### src/rtl/button_conditioner_if.sv
// Button conditioner signal bundle: raw button in, conditioned outputs back.
// The master side drives the raw button; the slave side is the conditioner.
interface button_conditioner_if;
    logic btn_in;
    logic level;
    logic pulse;
    logic repeating;

    modport master (
        output btn_in,
        input  level,
        input  pulse,
        input  repeating
    );

    modport slave (
        input  btn_in,
        output level,
        output pulse,
        output repeating
    );
endinterface

### src/rtl/button_conditioner.sv
// Push-button conditioner: two-flop synchroniser, press/release debounce,
// one-cycle press strobe and optional auto-repeat strobes while held.
module button_conditioner #(
    parameter int DEBOUNCE_CYCLES = 1_000_000,
    parameter int REPEAT_DELAY    = 50_000_000,
    parameter int REPEAT_PERIOD   = 10_000_000,
    parameter int CNT_W           = 26
) (
    input  logic                 ck,
    input  logic                 reset,
    button_conditioner_if.slave  bus
);

    typedef enum logic [2:0] {
        IDLE,
        PRESS_WAIT,
        HELD,
        REPEAT,
        RELEASE_WAIT
    } state_e;

    localparam logic [CNT_W-1:0] DB_LAST = CNT_W'(DEBOUNCE_CYCLES - 1);
    localparam logic [CNT_W-1:0] RD_LAST = CNT_W'(REPEAT_DELAY - 1);
    localparam logic [CNT_W-1:0] RP_LAST = CNT_W'(REPEAT_PERIOD - 1);
    localparam logic [CNT_W-1:0] ONE     = CNT_W'(1);
    localparam bit               RPT_EN  = (REPEAT_DELAY != 0);

    state_e           state_q, state_d;
    logic [CNT_W-1:0] dc_q, dc_d;
    logic [CNT_W-1:0] hc_q, hc_d;
    logic             s1_q, s1_d;
    logic             s2_q, s2_d;
    logic             level_q, level_d;
    logic             pulse_q, pulse_d;
    logic             repeating_q, repeating_d;
    logic             btn_s;

    assign btn_s         = s2_q;
    assign bus.level     = level_q;
    assign bus.pulse     = pulse_q;
    assign bus.repeating = repeating_q;

    // State, counters, synchroniser and registered outputs.
    always_ff @(posedge ck or posedge reset) begin
        if (reset) begin
            state_q     <= IDLE;
            dc_q        <= '0;
            hc_q        <= '0;
            s1_q        <= 1'b0;
            s2_q        <= 1'b0;
            level_q     <= 1'b0;
            pulse_q     <= 1'b0;
            repeating_q <= 1'b0;
        end else begin
            state_q     <= state_d;
            dc_q        <= dc_d;
            hc_q        <= hc_d;
            s1_q        <= s1_d;
            s2_q        <= s2_d;
            level_q     <= level_d;
            pulse_q     <= pulse_d;
            repeating_q <= repeating_d;
        end
    end

    // Next state: debounce both edges; a release beats a repeat strobe.
    always_comb begin
        state_d = state_q;
        dc_d    = dc_q;
        hc_d    = hc_q;
        pulse_d = 1'b0;
        s1_d    = bus.btn_in;
        s2_d    = s1_q;

        unique case (state_q)
            IDLE: begin
                if (btn_s) begin
                    dc_d    = ONE;
                    state_d = PRESS_WAIT;
                end
            end
            PRESS_WAIT: begin
                if (!btn_s) begin
                    state_d = IDLE;
                end else if (dc_q == DB_LAST) begin
                    state_d = HELD;
                    pulse_d = 1'b1;
                    hc_d    = '0;
                end else begin
                    dc_d = dc_q + ONE;
                end
            end
            HELD: begin
                if (!btn_s) begin
                    dc_d    = ONE;
                    state_d = RELEASE_WAIT;
                end else if (RPT_EN && hc_q == RD_LAST) begin
                    state_d = REPEAT;
                    pulse_d = 1'b1;
                    hc_d    = '0;
                end else if (RPT_EN) begin
                    // With repeat disabled hc stays parked so it cannot wrap.
                    hc_d = hc_q + ONE;
                end
            end
            REPEAT: begin
                if (!btn_s) begin
                    dc_d    = ONE;
                    state_d = RELEASE_WAIT;
                end else if (hc_q == RP_LAST) begin
                    pulse_d = 1'b1;
                    hc_d    = '0;
                end else begin
                    hc_d = hc_q + ONE;
                end
            end
            RELEASE_WAIT: begin
                if (btn_s) begin
                    state_d = HELD;
                    hc_d    = '0;
                end else if (dc_q == DB_LAST) begin
                    state_d = IDLE;
                end else begin
                    dc_d = dc_q + ONE;
                end
            end
            default: begin
                state_d = IDLE;
                dc_d    = '0;
                hc_d    = '0;
            end
        endcase
    end

    // Level and repeating follow the state being entered, so they stay registered.
    always_comb begin
        level_d     = (state_d == HELD) ||
                      (state_d == REPEAT) ||
                      (state_d == RELEASE_WAIT);
        repeating_d = (state_d == REPEAT);
    end

endmodule

### src/flat_wrapper.sv
// flat-port wrapper written by rule: the top's interface ports become plain ports
module button_conditioner_flat 
#(
    parameter int DEBOUNCE_CYCLES = 1_000_000,
    parameter int REPEAT_DELAY    = 50_000_000,
    parameter int REPEAT_PERIOD   = 10_000_000,
    parameter int CNT_W           = 26
)
  (ck, reset, bus_btn_in, bus_level, bus_pulse, bus_repeating);
  button_conditioner_if bus_i ();
  input  logic ck;
  input  logic reset;
  input wire logic [$bits(bus_i.btn_in)-1:0] bus_btn_in;
  output wire logic [$bits(bus_i.level)-1:0] bus_level;
  output wire logic [$bits(bus_i.pulse)-1:0] bus_pulse;
  output wire logic [$bits(bus_i.repeating)-1:0] bus_repeating;
  assign bus_i.btn_in = bus_btn_in;
  assign bus_level = bus_i.level;
  assign bus_pulse = bus_i.pulse;
  assign bus_repeating = bus_i.repeating;
  button_conditioner #(.DEBOUNCE_CYCLES(DEBOUNCE_CYCLES), .REPEAT_DELAY(REPEAT_DELAY), .REPEAT_PERIOD(REPEAT_PERIOD), .CNT_W(CNT_W)) u_core (.ck(ck), .reset(reset), .bus(bus_i));
endmodule
### config.mk
export PLATFORM = sky130hd
export DESIGN_NAME = button_conditioner_flat
export DESIGN_NICKNAME = d
export VERILOG_FILES = /design/src/rtl/button_conditioner_if.sv /design/src/rtl/button_conditioner.sv /design/src/flat_wrapper.sv
export SDC_FILE = /design/constraint.sdc
export NUM_CORES = 1
export LEC_CHECK = 0
export CORE_MARGIN = 2
export CORE_UTILIZATION = 60
export DETAILED_ROUTE_END_ITERATION = 8
export GPL_TIMING_DRIVEN = 1
export PLACE_DENSITY = 0.83
export SYNTH_ARGS = -nofsm -noshare
export SYNTH_HDL_FRONTEND = slang
export SYNTH_SLANG_ARGS = --single-unit
### constraint.sdc
create_clock -name ck -period 2.53 [get_ports ck]
set_clock_uncertainty 0.1 [all_clocks]
set_input_delay 0.3795 -clock ck [delete_from_list [all_inputs] [get_ports ck]]
set_output_delay 0.3795 -clock ck [all_outputs]
set_load 0.02 [all_outputs]
==> results.md <==
* Fin crit share at 93.76%
* Yosys warnings at 0
* Crit Reg-Reg Startpoint: u_core.dc_q[20]$_DFFE_PP0P_
* Synthesized flop and latch total at 60
* Worst hold margin at 0.2471 ns
* PortBufs at 5
* Vias at 2,961
* Max-slew violation count at 0
* # DRC at 0
* Final setup TNS at 0 ns
* Initial antenna violation count at 0
* Gr ovfl total at 0
* Number of max-cap violations at 0
* Ys flop type: dfrtp_1
* TritonCTS clock tree: done
* Kind of critical path: reg2reg
* Fill count at 409
* Maximum ir drop on the vdd rail at 0.3785 mV
* Mux contribution to synthesized area at 0%
* Ys async rst share at 100.0%
* Layout cell share with drive strength beyond 1 at 15.01%
* Placed cell areas at 3610 um2
* Cell count after synthesis at 365
* Fmax at 0.4215 GHz
* DRT Pass-1 Iters at 7
* Routed WL at 7430 um
* Syn_nets at 370
* Cell area after technology mapping at 3423 um2
* Routability Congestion at 0.9069
* Pwr dens at 508.7 nW/um2
* Max clock buf depth at 2
* Ant diodes at 0
* Nets at 393
* Post-synthesis area per instance at 9.379 um2
* Worst Setup End Kind: register
* Leakage at 0.001603 uW
* Worst setup SP type: register
* Worst-Margin Slew at 0.4933 ns
* Ports at 6
* Routed Antenna Nets at 0
* Core region area at 5507 um2
* Vias per cell at 6.368
* Initial Util at 62.17%
* Cell taking the most area after synthesis: dfrtp_1
* Die W at 79.54 um
* Critical path's slowest cell: o41ai_4
* Setup repair bufs after CTS at 0
* P&R area growth vs syn at 11.92%
* Synth Area in Adders at 0.7310%
* # setup viols final at 0
* Synth cell count leaders: 60 x dfrtp_1, 39 x nand2_1, 37 x nor2_1
* Hold Crit Start: u_core.s1_q$_DFF_PP0_
* Reg clk slew, reported paths at 0.07 ns
* Crit path max fanout at 7
* Crit path from: u_core.dc_q[20]$_DFFE_PP0P_
* Yosys cell types at 58
* Critical-path cell list: nor4b_2 > nand4_1 > o41ai_4 > o21a_2 > buf_4 > o21ai_0 > a22o_1
* Vias in the first global route at 2,779
* Status: completed
* H-tree levels at 3
* Final Hold Violating Endpoints at 0
* Period minus WS final at 2.372 ns
* Largest family of logic cells by synthesized area: simple AND/OR/NAND/NOR gates
* TritonCTS Buffers at 9
* Total global-route track usage at 25.60%
* Simple logic cell fraction of the synthesized area at 27.78%
* Clk root buf: clkbuf_8
* Worst EP required at 2.66 ns
* Top-count cell post-synth: dfrtp_1
* Synth top area share at 43.86%
* Post-synthesis sequential area ratio at 43.86%
* Post-synth EDFFs at 0
* Row cnt at 27
* Final Instance Area at 3831 um2
* Area fraction in compound gates after synthesis at 18.27%
* Die area at 6326 um2
* Worst Hold Class: reg2reg
* Post-synthesis xor/xnor area fraction at 4.861%
* Max_slew headroom at 67.11%
* RSZ-0062 raised after global routing: no
* Worst skew pair latency at 0.34 ns
* Hold Buf Count CTS at 0
* Clk sinks at 60
* DIE HEIGHT at 79.54 um
* Largest net degree at the start of global routing at 61
* Critical path arrival at 2.50 ns
* DR iter-0 viols at 220
* CP peak stage delay at 0.45 ns
* Largest cells by area after synthesis: dfrtp_1 44%, nand2_1 4.3%, nor2_1 4.1%
* Post-DR wirelength/cell at 15.98 um
* Dpl hpwl at 5026 um
* First-pass GRT wire length at 12,810 um
* Post-CTS sizing at 0
-- logic make-up (layout without fill, tap and decap cells) --
family          Yosys count  in the layout
compound gates           84             84
xor+xnor                 19             19
buf+inv                  24             52
fa+ha+maj                 2              2
simple gates            176            176
flops                    60             60
-- flip-flops by register name, summed over array words and instances (netlist names) --
name                  flops
u_core.hc_q              26
u_core.dc_q              26
u_core.bus.pulse          1
u_core.bus.level          1
u_core.btn_s              1
u_core.s1_q               1
u_core.bus.repeating      1
u_core.state_q            3
-- final timing paths --
check | end | slack, ns | cells past startpoint
setup / recovery | u_core.hc_q[22]$_DFFE_PP0P_ | 0.16 | 7
hold / removal | u_core.btn_s$_DFF_PP0_ | 0.25 | 0
setup reg to reg | u_core.hc_q[22]$_DFFE_PP0P_ | 0.16 | 7
hold reg to reg | u_core.btn_s$_DFF_PP0_ | 0.25 | 0
max in group asynchronous | u_core.hc_q[5]$_DFFE_PP0P_ | 1.75 | 3
min in group asynchronous | u_core.hc_q[16]$_DFFE_PP0P_ | 0.31 | 3
-- per-layer routing --
metal  GRT usage [%]  vias to the layer above  share of wire [%]
li1                -                     1413                  -
met1           35.17                     1455                 46
met2           40.25                       83                 47
met3           6.900                       10                5.4
met4           6.724                        0               0.96
met5               0                        -                  0
-- per-stage QoR --
step / util (%) / worst slack [ns] / power (uW) / instances
2_1_floorplan: - / 0.3888 / 1067 / 365
3_3_place_gp: 65.55 / 0.1735 / 1088 / 449
3_5_place_dp: 65.55 / 0.1293 / 1091 / 449
4_1_cts: 69.21 / 0.1246 / 1961 / 465
5_1_grt: 69.58 / 0.01777 / 2019 / 465
6_report: 69.58 / 0.1578 / 1949 / 465
-- where the power goes --
part / internal, uW / switching, uW / total (uW)
combinational: 29.5 / 51.6 / 81.2
clock: 501 / 374 / 875
sequential: 973 / 20.0 / 993
-- area by class of cell --
type	instances	area (um2)	area share, %
Clock buffer	11	151.4	3.952
Sequential cell	60	1501	39.19
Tap cell	72	90.09	2.351
Clock inverter	5	50.05	1.306
Inverter	12	45.04	1.176
Multi-Input combinational cell	281	1788	46.67
Timing Repair Buffer	24	205.2	5.356
-- placed cells by master (no fill, tap or decap), types with 2 or more instances in the layout --
cell type	instances
clkdlybuf4s50_1	5
nor3_1	11
a21o_1	2
nand4_1	12
inv_1	11
nor3b_1	2
a22o_1	10
nor4_1	5
o21ai_0	21
a21oi_1	10
and4_1	4
a2bb2oi_1	8
clkinv_2	4
o31ai_2	3
buf_4	18
nor2_1	37
ha_1	2
nand3_1	25
or3_1	6
or2_2	3
clkbuf_8	11
xor2_1	10
nand2_1	39
nor4_2	3
nor4b_1	2
xnor2_1	9
and3_1	9
dfrtp_1	60
o311ai_1	3
o22ai_1	2
o311ai_0	2
or4_1	2
nor2b_1	5
a22oi_1	2
o31ai_1	7
-- worst max-delay path: cells and delay by family, from the launching register on --
| kind | cells | cell delay, ns |
|---|---|---|
| AND/OR/NAND/NOR | 2 | 0.57 |
| AO/OA/AOI/OAI | 4 | 1.03 |
| buffers and inverters | 1 | 0.16 |
| flip-flops | 1 | 0.42 |
Power figures use the tool's default switching activity.
